===== config.mk =====
export PLATFORM = sky130hd
export DESIGN_NAME = timer_reg_if
export DESIGN_NICKNAME = d
export VERILOG_FILES = /design/src/rtl/timer_pkg.sv /design/src/rtl/timer_bus_fsm.sv /design/src/rtl/timer_reg_if.sv
export SDC_FILE = /design/constraint.sdc
export NUM_CORES = 1
export LEC_CHECK = 0
export CORE_ASPECT_RATIO = 0.9
export CORE_MARGIN = 1
export CORE_UTILIZATION = 49
export CTS_CLUSTER_SIZE = 8
export DETAILED_ROUTE_END_ITERATION = 10
export PLACE_DENSITY = 0.82
export SETUP_SLACK_MARGIN = 0.3
export SLEW_MARGIN = 15
export SYNTH_ARGS = -nofsm -noshare
export SYNTH_HDL_FRONTEND = slang
export SYNTH_SLANG_ARGS = --single-unit

===== constraint.sdc =====
create_clock -name cpu_clk -period 2.08 [get_ports cpu_clk]
set_clock_uncertainty 0.15 [all_clocks]
set_input_delay 0.624 -clock cpu_clk [delete_from_list [all_inputs] [get_ports cpu_clk]]
set_output_delay 0.624 -clock cpu_clk [all_outputs]
set_load 0.02 [all_outputs]

===== src/rtl/timer_pkg.sv =====
// Shared constants for the timer register interface: register map, bit
// positions, reset values and the bus handshake state type.
package timer_pkg;

  localparam logic [7:0] ADDR_TDR  = 8'h00;
  localparam logic [7:0] ADDR_TCR  = 8'h01;
  localparam logic [7:0] ADDR_TSR  = 8'h02;
  localparam logic [7:0] ADDR_TIE  = 8'h03;
  localparam logic [7:0] ADDR_TCNT = 8'h04;

  localparam int TCR_LOAD = 7;
  localparam int TCR_EN   = 5;
  localparam int TCR_DN   = 4;
  localparam int TCR_CKS0 = 0;

  localparam int TSR_UDF = 1;
  localparam int TSR_OVF = 0;

  localparam int TIE_UDF_IE = 1;
  localparam int TIE_OVF_IE = 0;

  // Storable bits per register; LOAD is a strobe and is never stored.
  localparam logic [7:0] TCR_MASK = 8'h33;
  localparam logic [7:0] TSR_MASK = 8'h03;
  localparam logic [7:0] TIE_MASK = 8'h03;

  localparam logic [7:0] TDR_RST = 8'h00;
  localparam logic [7:0] TCR_RST = 8'h00;
  localparam logic [7:0] TSR_RST = 8'h00;
  localparam logic [7:0] TIE_RST = 8'h00;

  typedef enum logic [1:0] {
    ST_IDLE   = 2'd0,
    ST_SETUP  = 2'd1,
    ST_ACCESS = 2'd2,
    ST_DONE   = 2'd3
  } bus_state_t;

endpackage


===== src/rtl/timer_bus_fsm.sv =====
// Bus handshake for the timer registers: setup/access sequencing, wait-state
// down-counter, transfer latch, and commit strobes with error qualification.
//
//   state  | meaning
//   IDLE   | waiting for sel & ~enable
//   SETUP  | address phase; sel & enable starts the access
//   ACCESS | counting wait states; commits when the counter reaches zero
//   DONE   | cpu_ready cycle, then back to IDLE
module timer_bus_fsm
  import timer_pkg::*;
#(
  parameter int WAIT_CYCLES = 0
) (
  input  logic       i_clk,
  input  logic       i_rst_n,
  input  logic       i_sel,
  input  logic       i_enable,
  input  logic       i_write,
  input  logic [7:0] i_addr,
  input  logic [7:0] i_wdata,
  output logic       o_wr_stb,
  output logic       o_rd_stb,
  output logic       o_err,
  output logic [7:0] o_addr,
  output logic [7:0] o_wdata
);

  localparam logic [2:0] WAIT_CNT = 3'(WAIT_CYCLES);

  bus_state_t r_state, w_next;
  logic [2:0] r_cnt;
  logic       r_write;
  logic [7:0] r_addr;
  logic [7:0] r_wdata;
  logic       w_start;
  logic       w_commit;

  always_ff @(posedge i_clk or negedge i_rst_n) begin
    if (!i_rst_n) r_state <= ST_IDLE;
    else          r_state <= w_next;
  end

  always_ff @(posedge i_clk or negedge i_rst_n) begin
    if (!i_rst_n) begin
      r_cnt   <= 3'd0;
      r_write <= 1'b0;
      r_addr  <= 8'h00;
      r_wdata <= 8'h00;
    end else if (w_start) begin
      r_cnt   <= WAIT_CNT;
      r_write <= i_write;
      r_addr  <= i_addr;
      r_wdata <= i_wdata;
    end else if (r_state == ST_ACCESS && r_cnt != 3'd0) begin
      r_cnt <= r_cnt - 3'd1;
    end
  end

  always_comb begin
    w_next   = r_state;
    w_start  = 1'b0;
    w_commit = 1'b0;
    case (r_state)
      ST_IDLE:   if (i_sel && !i_enable) w_next = ST_SETUP;
      ST_SETUP: begin
        if (!i_sel) w_next = ST_IDLE;
        else if (i_enable) begin
          w_start = 1'b1;
          w_next  = ST_ACCESS;
        end
      end
      ST_ACCESS: begin
        // Losing sel during the access aborts it without a commit.
        if (!i_sel) w_next = ST_IDLE;
        else if (r_cnt == 3'd0) begin
          w_commit = 1'b1;
          w_next   = ST_DONE;
        end
      end
      ST_DONE:   w_next = ST_IDLE;
      default:   w_next = ST_IDLE;
    endcase
  end

  assign o_wr_stb = w_commit & r_write;
  assign o_rd_stb = w_commit & ~r_write;
  assign o_err    = w_commit & ((r_addr > ADDR_TCNT) | (r_write & (r_addr == ADDR_TCNT)));
  assign o_addr   = r_addr;
  assign o_wdata  = r_wdata;

endmodule


===== src/rtl/timer_reg_if.sv =====
// Timer register file behind the bus handshake: TDR/TCR/TSR/TIE/TCNT,
// load strobe, status capture with write-1-to-clear, and interrupts.
module timer_reg_if
  import timer_pkg::*;
#(
  parameter int WAIT_CYCLES = 0
) (
  input  logic       cpu_clk,
  input  logic       cpu_reset_n,
  input  logic       cpu_sel,
  input  logic       cpu_enable,
  input  logic       cpu_write,
  input  logic [7:0] cpu_address,
  input  logic [7:0] cpu_wdata,
  output logic [7:0] cpu_rdata,
  output logic       cpu_ready,
  output logic       cpu_slverr,
  input  logic [7:0] tmr_tcnt,
  input  logic       tmr_ovf,
  input  logic       tmr_udf,
  output logic [7:0] tmr_tdr,
  output logic       tmr_load,
  output logic       tmr_en,
  output logic       tmr_dn,
  output logic [1:0] tmr_cks,
  output logic       tmr_ovf_int,
  output logic       tmr_udf_int
);

  logic       w_wr_stb, w_rd_stb, w_err, w_wr_ok;
  logic [7:0] w_addr, w_wdata, w_rdval, w_w1c, w_hw_set;
  logic [7:0] r_tdr, r_tcr, r_tsr, r_tie, r_rdata;
  logic       r_ready, r_slverr, r_load, r_ovf_int, r_udf_int;

  timer_bus_fsm #(.WAIT_CYCLES(WAIT_CYCLES)) u_bus_fsm (
    .i_clk    (cpu_clk),
    .i_rst_n  (cpu_reset_n),
    .i_sel    (cpu_sel),
    .i_enable (cpu_enable),
    .i_write  (cpu_write),
    .i_addr   (cpu_address),
    .i_wdata  (cpu_wdata),
    .o_wr_stb (w_wr_stb),
    .o_rd_stb (w_rd_stb),
    .o_err    (w_err),
    .o_addr   (w_addr),
    .o_wdata  (w_wdata)
  );

  assign w_wr_ok = w_wr_stb & ~w_err;

  always_comb begin
    w_rdval = 8'h00;
    case (w_addr)
      ADDR_TDR:  w_rdval = r_tdr;
      ADDR_TCR:  w_rdval = r_tcr;
      ADDR_TSR:  w_rdval = r_tsr;
      ADDR_TIE:  w_rdval = r_tie;
      ADDR_TCNT: w_rdval = tmr_tcnt;
      default:   w_rdval = 8'h00;
    endcase
  end

  always_comb begin
    w_hw_set          = 8'h00;
    w_hw_set[TSR_OVF] = tmr_ovf;
    w_hw_set[TSR_UDF] = tmr_udf;
    w_w1c             = (w_wr_ok && w_addr == ADDR_TSR) ? (w_wdata & TSR_MASK) : 8'h00;
  end

  always_ff @(posedge cpu_clk or negedge cpu_reset_n) begin
    if (!cpu_reset_n) begin
      r_tdr     <= TDR_RST;
      r_tcr     <= TCR_RST;
      r_tsr     <= TSR_RST;
      r_tie     <= TIE_RST;
      r_rdata   <= 8'h00;
      r_ready   <= 1'b0;
      r_slverr  <= 1'b0;
      r_load    <= 1'b0;
      r_ovf_int <= 1'b0;
      r_udf_int <= 1'b0;
    end else begin
      r_ready  <= w_wr_stb | w_rd_stb;
      r_slverr <= w_err;
      r_rdata  <= (w_rd_stb && !w_err) ? w_rdval : 8'h00;
      r_load   <= w_wr_ok && (w_addr == ADDR_TCR) && w_wdata[TCR_LOAD];
      if (w_wr_ok && w_addr == ADDR_TDR) r_tdr <= w_wdata;
      if (w_wr_ok && w_addr == ADDR_TCR) r_tcr <= w_wdata & TCR_MASK;
      if (w_wr_ok && w_addr == ADDR_TIE) r_tie <= w_wdata & TIE_MASK;
      // Hardware set is OR-ed after the clear so it wins on a collision.
      r_tsr     <= (r_tsr & ~w_w1c) | w_hw_set;
      r_ovf_int <= r_tsr[TSR_OVF] & r_tie[TIE_OVF_IE];
      r_udf_int <= r_tsr[TSR_UDF] & r_tie[TIE_UDF_IE];
    end
  end

  assign cpu_rdata   = r_rdata;
  assign cpu_ready   = r_ready;
  assign cpu_slverr  = r_slverr;
  assign tmr_tdr     = r_tdr;
  assign tmr_load    = r_load;
  assign tmr_en      = r_tcr[TCR_EN];
  assign tmr_dn      = r_tcr[TCR_DN];
  assign tmr_cks     = r_tcr[TCR_CKS0 +: 2];
  assign tmr_ovf_int = r_ovf_int;
  assign tmr_udf_int = r_udf_int;

endmodule


==> out/results.ini <==
[power_and_ir_drop]
power_switching_share=0.280
power.combinational.fraction=0.189
seqPwrFrac=0.543
clkPwrFrac=0.268
vdd.ir_drop.worst_mv=0.539
switching_power_w=0.000641
power.static_leakage_nw=1.46
power_report.internal_total_w=0.00165
p_per_area_nw_per_um2=721

[setup_path]
timing.reg2reg.setup_slack_ps=250
setup.worst_path.start_class=register
critPathMaxFanout=8
setup.worst_path.class=register to register
cp.buffers_inverters=1
crit_end=tmr_tdr[0]$_DFFE_PN0P_
critPathSlowestCell=sky130_fd_sc_hd__dfrtp_1
crit_chain=inv_2 > ha_4 > ha_4 > and4b_4 > nand4_4 > mux2_2
path_depth=6
worst_r2r_src=u_bus_fsm.r_cnt[0]$_DFFE_PN0P_
timing.reg2reg.worst_path_depth=6
worst_setup_path_end_kind=register
critPathTopFamily=simple AND/OR/NAND/NOR gates
critical_path.max_stage_delay_ps=380
critical_path_data_required_time_ps=2120
cpMostUsedCell=sky130_fd_sc_hd__ha_4
r2r_end=tmr_tdr[0]$_DFFE_PN0P_
cp-startpoint=u_bus_fsm.r_cnt[0]$_DFFE_PN0P_
timing.critical_path.arrival_ps=1860

[flow_run]
maxCapViolCount=0

[global_routing]
grt_pass1_vias=1646
global_route.usage.total=0.221
grt_pass1_wl_microns=7850
maximum_number_of_pins_on_one_net_before_global_route_repair=23
antenna_found_initial=0
global_route.overflow_total=0

[hold_path]
hold_path.class=input port to async pin

[die]
placeableCoreArea_sq_um=4430
chipWidth_microns=73.5
dieArea_sq_um=4870
floorplan_die_height_microns=66.3
pin_count=56
floorplan.initialDensity=0.508
placement_rows=23

[place]
place_hpwl_microns=3560
io_buffers=55
gp_routability_congestion=0.797

[clocking]
tritoncts=done
cts_hold_buffers=0
clkLatencyLatePin_ps=300
max-clock-path-buffers=2
cts-htree-levels=2
cts.clk_slew.worst_paths_ps=90
root_buffer=sky130_fd_sc_hd__clkbuf_8
clock_sink_count=51
numCtsBuffers=5

[detailed_routing]
wire_per_inst_microns=15.8
antenna_violating_nets_post_route=0
post-route-drc-count=0
totalWireLength_microns=4900
detailroute.via_count=1620
drtIter0Drc=120
drt-pass1-iter-count=4
routed_via_density=5.21

[logic_synthesis]
synth_top_flop_cell=sky130_fd_sc_hd__dfrtp_1
synth_enable_flop_cells=0
asyncSetResetFlopFracSynth=1.00
post_synthesis_area_per_instance_sq_um=13.3
post_synth_num_cell_types=31
yosys_register_bits=51
mappedNetlistArea_sq_um=2250
synth_seq_area_share=0.567
count_of_yosys_warnings_during_synthesis=0
post_synth_inst_count=169
synth_nets=202

[sta]
min_period_over_period=0.878
fin_tns_setup_ps=0
max_slew.worst_pin.slew_ps=431
finalMaxSlewViolations=0
grt_setup_unrepaired=true
final_hold_viol_count=0
timing.final.crit_period_ps=1830
timing.fmax_ghz=0.548
setup_viol=0
timing.slew.headroom=0.713

[cells_and_area]
area_growth_pct=40.8
layout.cells.most_common=sky130_fd_sc_hd__dfrtp_1
layout.nets=281
drive_gt1_frac=0.434
ant_diodes=0
most_used_cells_in_the_layout_excluding_fill_and_tap_cells=50 x sky130_fd_sc_hd__dfrtp_1, 35 x sky130_fd_sc_hd__mux2_2, 28 x sky130_fd_sc_hd__clkdlybuf4s50_1
final_core_util=0.716

[status]
run_status=complete, no violations

[metal layers]
metal | wire, microns | vias up | track usage
li1 | - | 768 | -
met1 | 2140 | 807 | 0.276
met2 | 2510 | 38 | 0.381
met3 | 195 | 7 | 0.0473
met4 | 58 | 0 | 0.0721
met5 | 0 | - | 0
[worst min path at each step]
stage / from / to / slack [ps] / cells past startpoint
after floorplan: cpu_reset_n / cpu_rdata[0]$_DFF_PN0_ / 180 / 0
after global placement: u_bus_fsm.o_wdata[3]$_DFFE_PN0P_ / tmr_tdr[3]$_DFFE_PN0P_ / 340 / 1
after detailed placement: u_bus_fsm.o_wdata[3]$_DFFE_PN0P_ / tmr_tdr[3]$_DFFE_PN0P_ / 350 / 1
after CTS: cpu_reset_n / cpu_rdata[5]$_DFF_PN0_ / 70 / 1
after global routing: cpu_reset_n / cpu_rdata[5]$_DFF_PN0_ / 90 / 1
final: cpu_reset_n / cpu_rdata[0]$_DFF_PN0_ / 70 / 1
[cell families (layout without fill, tap and decap cells)]
logic type | Yosys count | count (layout) | synth area share
AOI/OAI and AO/OA | 16 | 16 | 0.0433
xor gates and xnor gates | 1 | 1 | 0.00389
adders and majority gates | 2 | 2 | 0.0111
buffers and inverters | 14 | 94 | 0.0311
DFF | 51 | 51 | 0.567
muxes | 39 | 39 | 0.194
and+or+nand+nor | 46 | 46 | 0.150
[synthesized netlist by cell type (2+ instances only)]
library cell | count | share of area
sky130_fd_sc_hd__dfrtp_1 | 51 | 0.57
sky130_fd_sc_hd__mux2_2 | 37 | 0.19
sky130_fd_sc_hd__nand3_1 | 14 | 0.031
sky130_fd_sc_hd__a21oi_1 | 8 | 0.018
sky130_fd_sc_hd__and2_1 | 7 | 0.019
sky130_fd_sc_hd__inv_1 | 6 | 0.010
sky130_fd_sc_hd__buf_2 | 5 | 0.011
sky130_fd_sc_hd__nor2_1 | 5 | 0.0083
sky130_fd_sc_hd__nand2_1 | 4 | 0.0067
sky130_fd_sc_hd__a22oi_1 | 2 | 0.0067
sky130_fd_sc_hd__a31oi_1 | 2 | 0.0056
sky130_fd_sc_hd__and4_1 | 2 | 0.0078
sky130_fd_sc_hd__ha_1 | 2 | 0.011
sky130_fd_sc_hd__mux2i_1 | 2 | 0.0089
sky130_fd_sc_hd__nor3_1 | 2 | 0.0044
sky130_fd_sc_hd__nor3b_1 | 2 | 0.0067
sky130_fd_sc_hd__nor4_4 | 2 | 0.019
sky130_fd_sc_hd__o211a_1 | 2 | 0.0089
sky130_fd_sc_hd__o21ai_0 | 2 | 0.0044
[state kept, by name, summed over array words and instances, names as in the netlist]
signal	count
cpu_rdata	8
u_bus_fsm.o_addr	8
tmr_load	1
tmr_udf_int	1
cpu_ready	1
u_bus_fsm.r_write	1
u_bus_fsm.o_wdata	8
r_tsr	2
tmr_tdr	8
r_tie	2
tmr_ovf_int	1
r_tcr	4
u_bus_fsm.r_state	2
cpu_slverr	1
u_bus_fsm.r_cnt	3
[stage by stage]
stage	power (W)	instances	worst slack (ps)	hold WS (ps)	area, sq um
after floorplan	0.00148	169	296	178	2290
after global placement	0.00164	293	-254	338	3000
after detailed placement	0.00167	293	-291	346	3000
after CTS	0.00228	305	203	74.3	3180
after global routing	0.00238	311	188	88.1	3170
final	0.00229	311	254	69.9	3170
[power by group through the flow]
| stage | logic (W) | registers [W] | clock network, W |
|---|---|---|---|
| floorplan | 0.000292 | 0.00119 | 0 |
| global placement | 0.000389 | 0.00125 | 0 |
| detailed placement | 0.000402 | 0.00126 | 0 |
| CTS | 0.000413 | 0.00125 | 0.000623 |
| global route | 0.000468 | 0.00126 | 0.000656 |
| finish | 0.000432 | 0.00124 | 0.000612 |
[final cells by class]
cell class,count,area [sq um]
Multi-Input combinational cell,104,996
Inverter,6,22.5
Sequential cell,51,1280
Tap cell,62,77.6
Timing Repair Buffer,80,698
Fill cell,323,1260
Clock buffer,8,100
[what timing repair did]
action / 4_1_cts / 5_1_grt
cloned: 0 / 0
buffers inserted: 4 / 6
gates resized for setup: 62 / 26
endpoints found under the setup margin: 50 / 45
pin swaps: 5 / 3
No activity file was read; power rests on OpenSTA's default activity.
